### src/rtl/ahb_bus_arbiter.sv
// Three-master AHB arbiter: m0 fixed priority over a round-robin pair (m1, m2),
// non-preemptive ownership, and a drain cycle between grants.
module ahb_bus_arbiter #(
  parameter int unsigned ADDR_W = 64,
  parameter int unsigned DATA_W = 64
) (
  input  logic                clk,
  input  logic                hreset_n,
  input  logic [2:0]          m_req,
  output logic [2:0]          m_ack,
  input  logic [3*ADDR_W-1:0] m_haddr,
  input  logic [2:0]          m_hwrite,
  input  logic [8:0]          m_hsize,
  input  logic [8:0]          m_hburst,
  input  logic [11:0]         m_hprot,
  input  logic [5:0]          m_htrans,
  input  logic [2:0]          m_hmastlock,
  input  logic [3*DATA_W-1:0] m_hwdata,
  output logic [2:0]          m_hready,
  output logic [2:0]          m_hresp,
  output logic [DATA_W-1:0]   m_hrdata,
  output logic [ADDR_W-1:0]   haddr,
  output logic                hwrite,
  output logic [2:0]          hsize,
  output logic [2:0]          hburst,
  output logic [3:0]          hprot,
  output logic [1:0]          htrans,
  output logic                hmastlock,
  output logic [DATA_W-1:0]   hwdata,
  input  logic                hready,
  input  logic                hresp,
  input  logic [DATA_W-1:0]   hrdata
);

  localparam logic [1:0] S_IDLE      = 2'd0;
  localparam logic [1:0] S_OWN       = 2'd1;
  localparam logic [1:0] S_DRAIN     = 2'd2;
  localparam logic [1:0] OWNER_NONE  = 2'd3;
  localparam logic [1:0] HTRANS_IDLE = 2'b00;

  logic [1:0] state, state_nxt;
  logic [1:0] aowner, aowner_nxt;
  logic [1:0] downer, downer_nxt;
  logic       rr_ptr, rr_ptr_nxt;   // 0: m1 is next in the pair, 1: m2
  logic [2:0] m_ack_nxt;
  logic [1:0] grant;

  logic              sel_req;
  logic [ADDR_W-1:0] sel_haddr;
  logic              sel_hwrite;
  logic [2:0]        sel_hsize;
  logic [2:0]        sel_hburst;
  logic [3:0]        sel_hprot;
  logic [1:0]        sel_htrans;
  logic              sel_hmastlock;

  // Pick the address-phase owner's request and control slices
  always_comb begin
    sel_req       = 1'b0;
    sel_haddr     = '0;
    sel_hwrite    = 1'b0;
    sel_hsize     = 3'd0;
    sel_hburst    = 3'd0;
    sel_hprot     = 4'd0;
    sel_htrans    = HTRANS_IDLE;
    sel_hmastlock = 1'b0;
    for (int i = 0; i < 3; i++) begin
      if (aowner == 2'(i)) begin
        sel_req       = m_req[i];
        sel_haddr     = m_haddr[i*ADDR_W +: ADDR_W];
        sel_hwrite    = m_hwrite[i];
        sel_hsize     = m_hsize[i*3 +: 3];
        sel_hburst    = m_hburst[i*3 +: 3];
        sel_hprot     = m_hprot[i*4 +: 4];
        sel_htrans    = m_htrans[i*2 +: 2];
        sel_hmastlock = m_hmastlock[i];
      end
    end
  end

  // Shared address/control: owner's slices in OWN, safe idle values otherwise
  always_comb begin
    haddr     = '0;
    hwrite    = 1'b0;
    hsize     = 3'd0;
    hburst    = 3'd0;
    hprot     = 4'b0011;
    htrans    = HTRANS_IDLE;
    hmastlock = 1'b0;
    if (state == S_OWN) begin
      haddr     = sel_haddr;
      hwrite    = sel_hwrite;
      hsize     = sel_hsize;
      hburst    = sel_hburst;
      hprot     = sel_hprot;
      htrans    = sel_htrans;
      hmastlock = sel_hmastlock;
    end
  end

  // Write data follows the data-phase owner
  always_comb begin
    hwdata = '0;
    for (int i = 0; i < 3; i++) begin
      if (downer == 2'(i)) hwdata = m_hwdata[i*DATA_W +: DATA_W];
    end
  end

  // Gate hready/hresp to the address-phase owner (in OWN) and the data-phase owner
  always_comb begin
    m_hready = 3'b000;
    m_hresp  = 3'b000;
    for (int i = 0; i < 3; i++) begin
      if ((state == S_OWN && aowner == 2'(i)) || downer == 2'(i)) begin
        m_hready[i] = hready;
        m_hresp[i]  = hresp;
      end
    end
  end

  assign m_hrdata = hrdata;

  // Priority m0, then round-robin between m1 and m2
  always_comb begin
    grant = 2'd0;
    if (m_req[0])                grant = 2'd0;
    else if (m_req[1] && m_req[2]) grant = rr_ptr ? 2'd2 : 2'd1;
    else if (m_req[1])           grant = 2'd1;
    else if (m_req[2])           grant = 2'd2;
  end

  // Next-state, grant and data-phase owner logic
  always_comb begin
    state_nxt  = state;
    aowner_nxt = aowner;
    rr_ptr_nxt = rr_ptr;
    m_ack_nxt  = m_ack;
    downer_nxt = downer;
    case (state)
      S_IDLE: begin
        if (|m_req) begin
          state_nxt  = S_OWN;
          aowner_nxt = grant;
          m_ack_nxt  = 3'b001 << grant;
          if (grant != 2'd0) rr_ptr_nxt = (grant == 2'd1);
        end
      end
      S_OWN: begin
        if (!sel_req && sel_htrans == HTRANS_IDLE && !sel_hmastlock) begin
          state_nxt = S_DRAIN;
          m_ack_nxt = 3'b000;
        end
      end
      S_DRAIN: begin
        if (hready) state_nxt = S_IDLE;
      end
      default: begin
        state_nxt = S_IDLE;
        m_ack_nxt = 3'b000;
      end
    endcase
    if (hready) downer_nxt = (state == S_OWN && htrans[1]) ? aowner : OWNER_NONE;
  end

  // State and arbitration registers
  always_ff @(posedge clk or negedge hreset_n) begin
    if (!hreset_n) begin
      state  <= S_IDLE;
      aowner <= 2'd0;
      downer <= OWNER_NONE;
      rr_ptr <= 1'b0;
      m_ack  <= 3'b000;
    end else begin
      state  <= state_nxt;
      aowner <= aowner_nxt;
      downer <= downer_nxt;
      rr_ptr <= rr_ptr_nxt;
      m_ack  <= m_ack_nxt;
    end
  end

endmodule
### config.mk
export PLATFORM = sky130hd
export DESIGN_NAME = ahb_bus_arbiter
export DESIGN_NICKNAME = d
export VERILOG_FILES = /design/src/rtl/ahb_bus_arbiter.sv
export SDC_FILE = /design/constraint.sdc
export NUM_CORES = 1
export LEC_CHECK = 0
export CAP_MARGIN = 20
export CELL_PAD_IN_SITES_DETAIL_PLACEMENT = 1
export CELL_PAD_IN_SITES_GLOBAL_PLACEMENT = 2
export CORE_AREA = 2 2 273 275
export CTS_CLUSTER_DIAMETER = 100
export DETAILED_ROUTE_END_ITERATION = 8
export DIE_AREA = 0 0 275 277
export HOLD_SLACK_MARGIN = 0.02
export PLACE_DENSITY_LB_ADDON = 0.1
export SYNTH_ARGS = -nofsm -noshare
export SYNTH_HDL_FRONTEND = slang
export SYNTH_SLANG_ARGS = --single-unit
### constraint.sdc
create_clock -name clk -period 2.3 [get_ports clk]
set_input_delay 0.46 -clock clk [delete_from_list [all_inputs] [get_ports clk]]
set_output_delay 0.46 -clock clk [all_outputs]
set_load 0.02 [all_outputs]
# Yosys cells after proc, flatten, opt, wreduce, memory -nomap -nowiden
# Index checks and enable logic that the tools add are counted.
dict set report word_totals {
  ff_bits 10
  latchBits 0
  ram_bits 0
  rom_bits 0
  out_inout_bits 215
  word_cells 92
  mem_count 0
}
dict set report classes {
  n_addsub 0
  mul 0
  div 0
  n_lt_le_gt_ge 0
  n_eq_ne 10
  n_shift 1
  mux 53
  bitwise 1
  n_reduce_logical 22
}
# cell count
set op_table {}
lappend op_table {{$mux W64} 7}
lappend op_table {{$mux W3} 10}
lappend op_table {{$mux W2} 13}
lappend op_table {{$mux W1} 17}
lappend op_table {{$mux W4} 4}
lappend op_table {{$pmux W3 S3} 1}
lappend op_table {{$reduce_and A3 Y1} 3}
lappend op_table {{$eq A2 B1 Y1 const B} 4}
lappend op_table {{$logic_not A2 Y1} 4}
lappend op_table {{$logic_and A1 B1 Y1} 7}
lappend op_table {{$eq A2 B2 Y1 const B} 3}
lappend op_table {{$pmux W2 S3} 1}
lappend op_table {{$ne A2 B2 Y1 const B} 2}
lappend op_table {{$logic_or A1 B1 Y1} 3}
lappend op_table {{$reduce_or A3 Y1} 1}
lappend op_table {{$shl A1 B2 Y3 const A} 1}
lappend op_table {{$logic_not A1 Y1} 2}
lappend op_table {{$ne A2 B1 Y1 const B} 1}
lappend op_table {{$reduce_and A2 Y1} 1}
lappend op_table {{$reduce_bool A2 Y1} 1}
lappend op_table {{$not A1 Y1} 1}

# Longest topological paths before layout
# Gate-level depths: netlist of run 1.
dict set report logic_depth {
  word_depth 9
  ltp_mapped 7
}

# Least setup slack after synthesis of run 1
# Ideal clock, no wire load.
dict set report synth_path {
  kind {register -> output}
  start {reg downer[0]}
  end {out hwdata[24]}
  arrival_ps 1727
  t_required_ps 1840
  setup_slack_ps 113
  path_stages_with_launch 6
  cell_sequence {dfstp_2 clkbuf_1 buf_2 buf_2 mux2i_1 o21ai_0}
}
dict set report synth_via {
  elab_chain_len 4
  elab_cells_between_ends 6
}
# item line_no
set synth_rtl {}
lappend synth_rtl {{start, declared} 43} ;# logic [1:0] downer, downer_nxt;
lappend synth_rtl {{start signal, assigned} 176} ;# downer <= downer_nxt;
lappend synth_rtl {{$logic_not A2 Y1} 105} ;# if (downer == 2'(i)) hwdata = m_hwdata[i*DATA_W +: DATA_W];
lappend synth_rtl {{$mux W64 (2 in a row)} 105}
lappend synth_rtl {{$mux W64 (*)} 105}
lappend synth_rtl {{end, declared} 29} ;# output logic [DATA_W-1:0] hwdata,
# Every way passes the cells marked *; elsewhere a longest branch is shown, timed or not.

# Worst setup path after layout of run 1
dict set report layout_path {
  start {reg aowner[0]}
  end {out hsize[1]}
}
dict set report layout_via {
  elab_chain_len 5
  elab_cells_between_ends 7
}
# item line_no
set layout_rtl {}
lappend layout_rtl {{start, declared} 42} ;# logic [1:0] aowner, aowner_nxt;
lappend layout_rtl {{start signal, assigned} 175} ;# aowner <= aowner_nxt;
lappend layout_rtl {{$logic_not A2 Y1} 68} ;# if (aowner == 2'(i)) begin
lappend layout_rtl {{$mux W3 (2 in a row)} 68}
lappend layout_rtl {{$mux W3 (*)} 68}
lappend layout_rtl {{$mux W3 (*)} 90} ;# if (state == S_OWN) begin
lappend layout_rtl {{end, declared} 24} ;# output logic [2:0] hsize,
# Marks and branches as above.

==> reports/qor.csv, run 1 <==
metric,value,unit
Tcrit/Tclk final,101.6,%
GRT Util Overall,10.52,%
"Seq/Total Area, Yosys",5.912,%
final hold viol count,0,
fin. max-slew vios,0,
CP startpoint kind,flop,
most common cell in the netlist,nor2_1,
drc violations,0,
Area growth syn-to-layout,184.6,%
pre-CTS setup slack,-0.3206,ns
RePlAce Congestion,0.7538,
Final Cell Area,12170,µm²
Synth cell types,27,
die height,277,µm
"top cells by area, synth","mux2i_1 33%, nor2_1 14%, buf_4 12%",
Vias/cell,3.205,
largest family of logic cells by synthesized area,multiplexers,
worst path bufs/invs,4,
first-pass GRT wire length,58540,µm
Multi-input gate area,3551,µm²
post-synthesis adder-cell area fraction,0,%
Hold Path Class,reg2reg,
Nets,1777,
routed len/inst,19.20,µm
Top Family by Delay on Critical Path,buffers and inverters,
Crit Path Class,reg2out,
Crit-path slowest cell,dfrtp_4,
FP Rows,100,
worst relative slew slack,64.09,%
"slowest stage delay, CP",0.54,ns
Most Frequent Cell on Critical Path,buf_12,
top cell type by total area after synthesis,mux2i_1,
largest net degree at the start of global routing,43,
Skew-Pair Late Insertion Delay,0.24,ns
I/O pin count,712,
Syn Nets,1183,
DP Cell Count,2194,
crit path cell chain,"buf_12, buf_12, buf_12, mux2i_1, nor2_1, a21oi_2, nor2_2, buf_12",
remaining global-route overflow,0,
hold_buf cts,0,
Post-Layout Cell Count,2251,
Switching Fraction,51.45,%
synthesized netlist cell count,686,
clock slew at reported path FFs,0.05,ns
CTS tree,built,
total power,14.34,mW
DRT iter0 DRCs,111,
share of layout cells above drive strength 1,26.19,%
port bufs,583,
total die area,76180,µm²
RSZ-0062 raised after global routing,true,
CP required,1.84,ns
VDD IR-drop max,0.3460,mV
DP HPWL,35790,µm
total wire length,43230,µm
drt first pass iters,4,
Seq pwr share,2.7,%
post-synthesis simple-gate area fraction,23.03,%
H-tree levels,1,
minimum clock period,2.337,ns
Yosys top cell area share,33.48,%
CP Max Fanout,6,
placed cell area,11440,µm²
leakage,5.034,nW
Synth Area in Compound Gates,19.84,%
outcome,"complete, but fails checks",
initial antenna violation count,10,
PwrDens,1179,nW/µm²
Routed Antenna Nets,0,
# clock sinks,10,
Final WS setup,-0.03740,ns
Core Region,73570,µm²
Post-synth EDFFs,0,
"Top FF cell, synth",dfrtp_1,
commonest cells in the netlist,"156 x nor2_1, 143 x mux2i_1, 80 x a21oi_1",
yosys warns,0,
Logic pwr share,94.8,%
ys async rst share,100.0,%
vias in the first global route,7916,
Int Power,6.963,mW
f_max,0.4278,GHz
register bit total from synthesis,10,
Tightest Pin Transition,0.5370,ns
Fillers,8700,
xor/xnor share of the synthesized area,0,%
Synth Cell Area,4275,µm²
Root Buffer,clkbuf_16,
max-cap violation count,0,
Clk pwr share,2.5,%
final hold slack,0.5106,ns
post-synthesis mux area share,33.48,%
initial core utilization,5.811,%
Num CTS Buffers,3,
deepest clock path buffer count,2,
failing checks,setup timing,
Synth Area per Inst,6.232,µm²
Critical Path AT,1.88,ns
die width,275,µm
CP Capture Type,output port,
via count,7215,
endpoints failing setup,12,
Clock Skew,0.002624,ns
Register Area,264.0,µm²
sw power,7.377,mW
through the flow:
| step | TNS, ns | util, % |
|---|---|---|
| after floorplan | 0 | - |
| after global placement | -10.12 | 15.55 |
| after detailed placement | -11.22 | 15.55 |
| after CTS | -2.030 | 16.36 |
| after global routing | -4.048 | 16.54 |
| final | -0.1722 | 16.54 |
worst reg2reg max path: stages (launching register included):
cell and delay [ns]:
dfrtp_4 0.54, buf_12 0.17, buf_8 0.12, buf_8 0.12
buf_4 0.13, mux2i_1 0.18, a2bb2oi_2 0.16, buf_4 0.14
nand4_4 0.13, a311o_1 0.38
metal layers:
layer,part of all wire [%],GRT usage [%],vias to the layer above
li1,-,-,3472
met2,51,19.69,361
met5,0.19,0,-
met1,36,10.95,3314
met3,11,4.335,54
met4,1.6,1.816,14
flip-flops by register name (all words and copies together), names as in the netlist:
name    flops
aowner      2
downer      2
m_ack       3
rr_ptr      1
state       2
power by group through the flow:
stage               clock network (mW)  logic (mW)  registers [mW]
CTS                              0.366        13.7           0.397
floorplan                            0        5.94           0.336
global placement                     0        13.0           0.439
global route                     0.376        14.8           0.406
finish                           0.356        13.6           0.390
detailed placement                   0        12.9           0.442
cell families (layout without fill, tap and decap cells):
| kind of cell | Yosys count | after routing |
|---|---|---|
| and+or+nand+nor | 248 | 248 |
| AOI/OAI and AO/OA | 160 | 160 |
| muxes | 143 | 143 |
| buffers and inverters | 125 | 718 |
| DFF | 10 | 10 |
| other | 0 | 3 |
layout make-up:
class                   count  share of cell area (%)
multi-input cells         551                   29.19
diodes                      3                 0.06170
clock buffers               4                  0.7302
inverters                   1                 0.03085
well taps                 969                   9.965
repair buffers            713                   57.86
flip-flops and latches     10                   2.170
path summary, 6_finish.rpt:
kind                            startpoint         to  slack [ns]  cells after the start
worst min register to register      rr_ptr     rr_ptr        0.51                      2
worst min-delay path                rr_ptr     rr_ptr        0.51                      2
min in group asynchronous         hreset_n   state[0]        0.58                      1
max in group asynchronous         hreset_n  aowner[0]        1.32                      1
worst max register to register   aowner[0]   m_ack[0]        0.12                      9
worst max-delay path             aowner[0]   hsize[1]       -0.04                      8
layout by cell type, fill, tap and decap left out, types with 3 or more instances in the layout:
master           synthesis  final
nor3_1                   4      4
buf_12                   0     39
a21oi_1                 80     69
mux2i_2                  0     10
buf_8                    0      9
buf_16                   0      5
o21ai_0                 68     32
diode_2                  0      3
nor2_1                 156    151
buf_2                   21     61
a2bb2oi_2                1      4
clkbuf_16                0      5
buf_6                    2     17
mux2i_4                  0      8
o21ai_1                  0     34
nand2_1                 71     71
nor2_2                   0      4
nor2b_4                  0      4
a21oi_2                  0      9
nor2b_1                  9      4
dfrtp_1                  8      6
buf_4                   66    128
mux2i_1                143    125
clkbuf_2                 0     13
clkdlybuf4s50_1          0    435
repair_timing:
action                                  in CTS  in global routing
pin swaps                                   12                 19
endpoints found under the setup margin     143                125
cloned                                       6                  2
buffers inserted                            40                 11
gates resized for setup                    604                137
No activity file was read; power rests on OpenSTA's default activity.
==> inputs of run 2 (changes only) <==
Clock period 2.3 ns to 2 ns, I/O delays scaled along.
==> reports/qor.csv, run 2 (synthesis gave the netlist of run 1 again) <==
metric,value,unit,change
final hold viol count,0,,unchanged
die height,277,µm,unchanged
f_max,0.4367,GHz,
initial antenna violation count,4,,-6
I/O pin count,712,,unchanged
Final Cell Area,13140,µm²,+8.0%
Root Buffer,clkbuf_16,,
Register Area,264.0,µm²,unchanged
CTS tree,built,,
largest net degree at the start of global routing,37,,-14%
Clock Skew,0.002738,ns,+0.0001141 ns
max-cap violation count,0,,unchanged
RSZ-0062 raised after global routing,true,,
"commonest non-fill, non-tap cell in the layout",clkdlybuf4s50_1,,
total die area,76180,µm²,unchanged
largest reg by FF count,m_ack,,
Clk pwr share,2.3,%,-0.2 points
hold path start,rr_ptr,,
initial core utilization,5.811,%,unchanged
Final WS setup,-0.2898,ns,-0.2524 ns
routed len/inst,20.30,µm,+5.7%
Seq pwr share,2.6,%,about the same
worst relative slew slack,59.11,%,-5.0 points
RePlAce Congestion,0.7366,,-2.3%
Nets,1790,,+0.73%
outcome,"complete, but fails checks",,
Hold Path Cell Cnt,2,,unchanged
"slowest stage delay, CP",0.56,ns,+0.02 ns
hold_buf cts,0,,unchanged
via count,7268,,+0.73%
R2R Path Start,aowner[0],,
CP required,1.60,ns,-0.24 ns
PwrDens,1398,nW/µm²,+19%
most frequent cells in the layout,"435 x clkdlybuf4s50_1, 152 x nor2_1, 141 x buf_4",,
Multi-input gate area,4044,µm²,+14%
DP Cell Count,2198,,+0.18%
vias in the first global route,8115,,+2.5%
share of layout cells above drive strength 1,33.98,%,+7.8 points
Core Region,73570,µm²,unchanged
Critical Path AT,1.89,ns,about the same
GRT Util Overall,11.14,%,+0.62 points
drc violations,0,,unchanged
CP Max Fanout,8,,+2
Int Power,9.146,mW,+31%
Crit-path slowest cell,dfrtp_4,,
Top Family by Delay on Critical Path,flip-flops,,
pre-CTS setup slack,-0.5509,ns,-0.2302 ns
Worst Setup SP,aowner[0],,
Tightest Pin Transition,0.6115,ns,+0.07447 ns
total wire length,45910,µm,+6.2%
Num CTS Buffers,3,,unchanged
DRT iter0 DRCs,94,,-15%
Crit Path Class,reg2out,,
VDD IR-drop max,0.4598,mV,+33%
Hold Path Class,reg2reg,,
clock slew at reported path FFs,0.05,ns,about the same
Skew-Pair Late Insertion Delay,0.24,ns,about the same
Switching Fraction,50.21,%,-1.2 points
remaining global-route overflow,0,,unchanged
endpoints failing setup,153,,+141
leakage,5.447,nW,+8.2%
placed cell area,11420,µm²,-0.20%
# clock sinks,10,,unchanged
minimum clock period,2.290,ns,
number of flip-flops in the largest register,3,,unchanged
critical path depth,5,,-3
crit path cell chain,"buf_16, buf_8, o32a_1, nor2b_2, buf_12",,
sw power,9.224,mW,+25%
deepest clock path buffer count,2,,unchanged
first-pass GRT wire length,61290,µm,+4.7%
die width,275,µm,unchanged
final hold slack,0.5105,ns,-0.0001230 ns
CP Capture Type,output port,,
Logic pwr share,95.2,%,+0.4 points
worst path bufs/invs,3,,-1
fin. max-slew vios,0,,unchanged
Setup TNS,-20.93,ns,-20.76 ns
FP Rows,100,,unchanged
Vias/cell,3.213,,+0.24%
Area growth syn-to-layout,207.4,%,
CP startpoint kind,flop,,
DP HPWL,36780,µm,+2.8%
port bufs,583,,unchanged
H-tree levels,1,,unchanged
Tcrit/Tclk final,114.5,%,
failing checks,setup timing,,
Fillers,8621,,-0.91%
Routed Antenna Nets,0,,unchanged
Post-Layout Cell Count,2262,,+0.49%
Reg2Reg Setup Slack,-0.11,ns,-0.23 ns
drt first pass iters,4,,unchanged
Reg2Reg Depth,8,,-1
-- run 2: cell types whose count changed in the layout (fill, tap and decap cells not counted), sizes merged --
cell | before | now
buf | 259 | 283
clkbuf | 21 | 12
diode | 3 | 1
bufbuf | 1 | 0
clkdlybuf4s15 | 1 | 0
-- run 2: per-stage QoR --
stage	util (%)	power [mW]
after global routing	17.87	19.77
final	17.87	18.37
after CTS	16.28	16.69
after detailed placement	15.52	15.21
after global placement	15.52	15.34
after floorplan	-	7.308
-- run 2: cell type report --
class / count / share of cell area (%)
diodes: 1 / 0.01904
clock buffers: 4 / 0.6759
inverters: 1 / 0.02856
multi-input cells: 551 / 30.77
flip-flops and latches: 10 / 2.009
well taps: 969 / 9.224
repair buffers: 726 / 57.28
-- run 2: power by group through the flow --
stage	logic, mW	clock network [mW]	registers, mW
floorplan	6.92	0	0.387
global placement	14.9	0	0.444
detailed placement	14.8	0	0.449
CTS	15.8	0.439	0.486
global route	18.8	0.448	0.494
finish	17.5	0.418	0.471
-- run 2: tightest hold or removal path, delay by kind of cell (launching register included) --
kind | cells | cell delay [ns]
flops | 1 | 0.36
simple gates | 2 | 0.12
-- run 2: path summary, 6_finish.rpt --
kind / end
min: rr_ptr
max reg2reg: m_ack[0]
min in group asynchronous: m_ack[1]
max: m_hresp[0]
max in group asynchronous: aowner[0]
min reg2reg: rr_ptr
-- run 2: timing repair --
item                                   in CTS  in global routing
cloned                                     10                  7
setup endpoints to repair                 154                154
gates resized for setup                   658                314
endpoints found under the hold margin       0                  0
pin swaps                                   9                 62
buffers inserted                           22                 32
-- run 2: layer usage --
metal  vias to the layer above  GRT usage, %  part of all wire, %  wire length (µm)
li1                       3507             -                    -                 -
met1                      3368         11.39                   36             16360
met2                       359         21.80                   53             24310
met3                        30         3.980                   10              4672
met4                         4         1.372                  1.2               544
met5                         -             0                0.068                31
==> inputs of run 3 (changes only) <==
Settings changed: CORE_AREA 2 2 273 275 to 2 2 281 283, DIE_AREA 0 0 275 277 to 0 0 283 285, DONT_BUFFER_PORTS from default to 1, REMOVE_ABC_BUFFERS from default to 1.
==> reports/qor.csv, run 3 (synthesis gave the netlist of run 1 again) <==
metric,value,unit,change
outcome,"complete, but fails checks",,
failing checks,setup timing,,
Switching Fraction,51.70,%,+1.5 points
met1 WL,14970,µm,-8.5%
Vias/cell,3.074,,-4.3%
DP HPWL,32780,µm,-11%
total wire length,41000,µm,-11%
Reg2Reg Setup Slack,0,ns,+0.11 ns
Area growth syn-to-layout,104.5,%,
Crit-path slowest cell,dfstp_4,,
VDD IR-drop max,0.5457,mV,+19%
largest net degree at the start of global routing,68,,+84%
GRT Util Overall,9.405,%,-1.7 points
Core Region,77970,µm²,+6.0%
placed cell area,6640,µm²,-42%
final hold viol count,0,,unchanged
RePlAce Congestion,0.7741,,+5.1%
minimum clock period,2.224,ns,-0.06621 ns
Fillers,9217,,+6.9%
Root Buffer,clkbuf_16,,
Post-Layout Cell Count,1864,,-18%
CP Capture Type,output port,,
DRT iter0 DRCs,179,,+90%
Skew-Pair Late Insertion Delay,0.24,ns,about the same
RSZ-0062 raised after global routing,true,,
FP Rows,103,,+3.0%
die width,283,µm,+2.9%
Final WS setup,-0.2236,ns,+0.06621 ns
Clk pwr share,2.5,%,+0.2 points
crit path cell chain,"buf_6, nor2b_4, buf_12, buf_12, buf_12, nand2_2, o21ai_2, buf_6",,
leakage,3.494,nW,-36%
port bufs,0,,-100%
CP Max Fanout,6,,-2
Setup TNS,-22.43,ns,-1.500 ns
Seq pwr share,3.1,%,+0.5 points
# clock sinks,10,,unchanged
endpoints failing setup,149,,-2.6%
Final Cell Area,8742,µm²,-33%
via count,5730,,-21%
met3 WL,5077,µm,+8.7%
worst relative slew slack,58.86,%,-0.25 points
largest reg by FF count,m_ack,,
CP required,1.60,ns,about the same
H-tree levels,1,,unchanged
remaining global-route overflow,0,,unchanged
Int Power,8.213,mW,-10%
Hold Path Class,in2reg,,
deepest clock path buffer count,2,,unchanged
f_max,0.4497,GHz,+3.0%
Critical Path AT,1.82,ns,-0.07 ns
routed len/inst,22.00,µm,+8.4%
Crit Path Class,reg2out,,
CP startpoint kind,flop,,
Multi-input gate area,4259,µm²,+5.3%
vias in the first global route,6134,,-24%
clock slew at reported path FFs,0.05,ns,about the same
die height,285,µm,+2.9%
Clock Skew,0.003582,ns,+0.0008444 ns
PwrDens,1945,nW/µm²,+39%
Nets,1312,,-27%
met2 WL post-DR,20720,µm,-15%
most frequent cells in the layout,"144 x nor2_1, 140 x buf_4, 99 x mux2i_1",,
Num CTS Buffers,3,,unchanged
Top Layer Used,met5,,
fin. max-slew vios,0,,unchanged
first-pass GRT wire length,54060,µm,-12%
number of flip-flops in the largest register,3,,unchanged
drt first pass iters,4,,unchanged
Logic pwr share,94.4,%,-0.8 points
Tcrit/Tclk final,111.2,%,-3.3 points
Most Frequent Cell on Critical Path,buf_12,,
DP Cell Count,1813,,-18%
"slowest stage delay, CP",0.70,ns,+0.14 ns
total die area,80660,µm²,+5.9%
initial antenna violation count,0,,-4
Tightest Pin Transition,0.6150,ns,+0.003578 ns
Routed Antenna Nets,0,,unchanged
pre-CTS setup slack,-0.1600,ns,+0.3909 ns
share of layout cells above drive strength 1,51.23,%,+17 points
I/O pin count,712,,unchanged
ant diodes,0,,-1
sw power,8.792,mW,-4.7%
Register Area,264.0,µm²,unchanged
"commonest non-fill, non-tap cell in the layout",nor2_1,,
max-cap violation count,0,,unchanged
initial core utilization,5.483,%,-0.33 points
CTS tree,built,,
drc violations,0,,unchanged
run 3: metal layers:
layer	global-route usage (%)	up-vias
met5	0.8140	-
met4	0.2527	2
met3	4.936	14
met2	16.94	415
met1	10.20	2757
li1	-	2542
run 3: cell type report:
type	count	share of cell area [%]
clock buffer	4	1.016
sequential	10	3.020
timing repair buffer	248	32.17
multi-input combinational	551	48.72
inverter	1	0.04294
tap	1050	15.03
run 3: path summary, 6_finish.rpt:
check | cells past startpoint | start | endpoint
worst max register to register | 7 | aowner[0] | m_ack[0]
worst min-delay path | 1 | hready | downer[0]
max in group asynchronous | 1 | hreset_n | aowner[0]
worst max-delay path | 8 | downer[0] | hwdata[43]
min in group asynchronous | 1 | hreset_n | state[1]
worst min register to register | 2 | rr_ptr | rr_ptr
run 3: what timing repair did:
action	in CTS	in global routing
gates resized for setup	197	196
hold buffers	1	0
gates cloned	15	3
pin swaps	36	34
hold endpoints to repair	10	0
endpoints found under the setup margin	149	151
buffers inserted	35	9
run 3: through the flow:
stage                     utilization [%]  power [mW]  hold slack, ns
after detailed placement            8.516       12.97          0.1071
final                               11.21       17.01          0.2049
after global routing                11.21       18.16          0.2004
after floorplan                         -       6.516          0.1044
after CTS                           10.35       16.35          0.2016
after global placement              8.516       13.10          0.1073
run 3: power groups by stage:
stage	Clock, mW	Combinational (mW)	Sequential [mW]
finish	0.423	16.1	0.528
global route	0.447	17.2	0.560
CTS	0.436	15.4	0.544
detailed placement	0	12.4	0.541
global placement	0	12.6	0.535
floorplan	0	5.45	1.06
run 3: worst max-delay path: cells and delay by family (launching register included):
kind | cells | cell delay (ns)
DFF | 1 | 0.70
and+or+nand+nor | 2 | 0.12
AOI/OAI and AO/OA | 1 | 0.05
buffers and inverters | 5 | 0.71
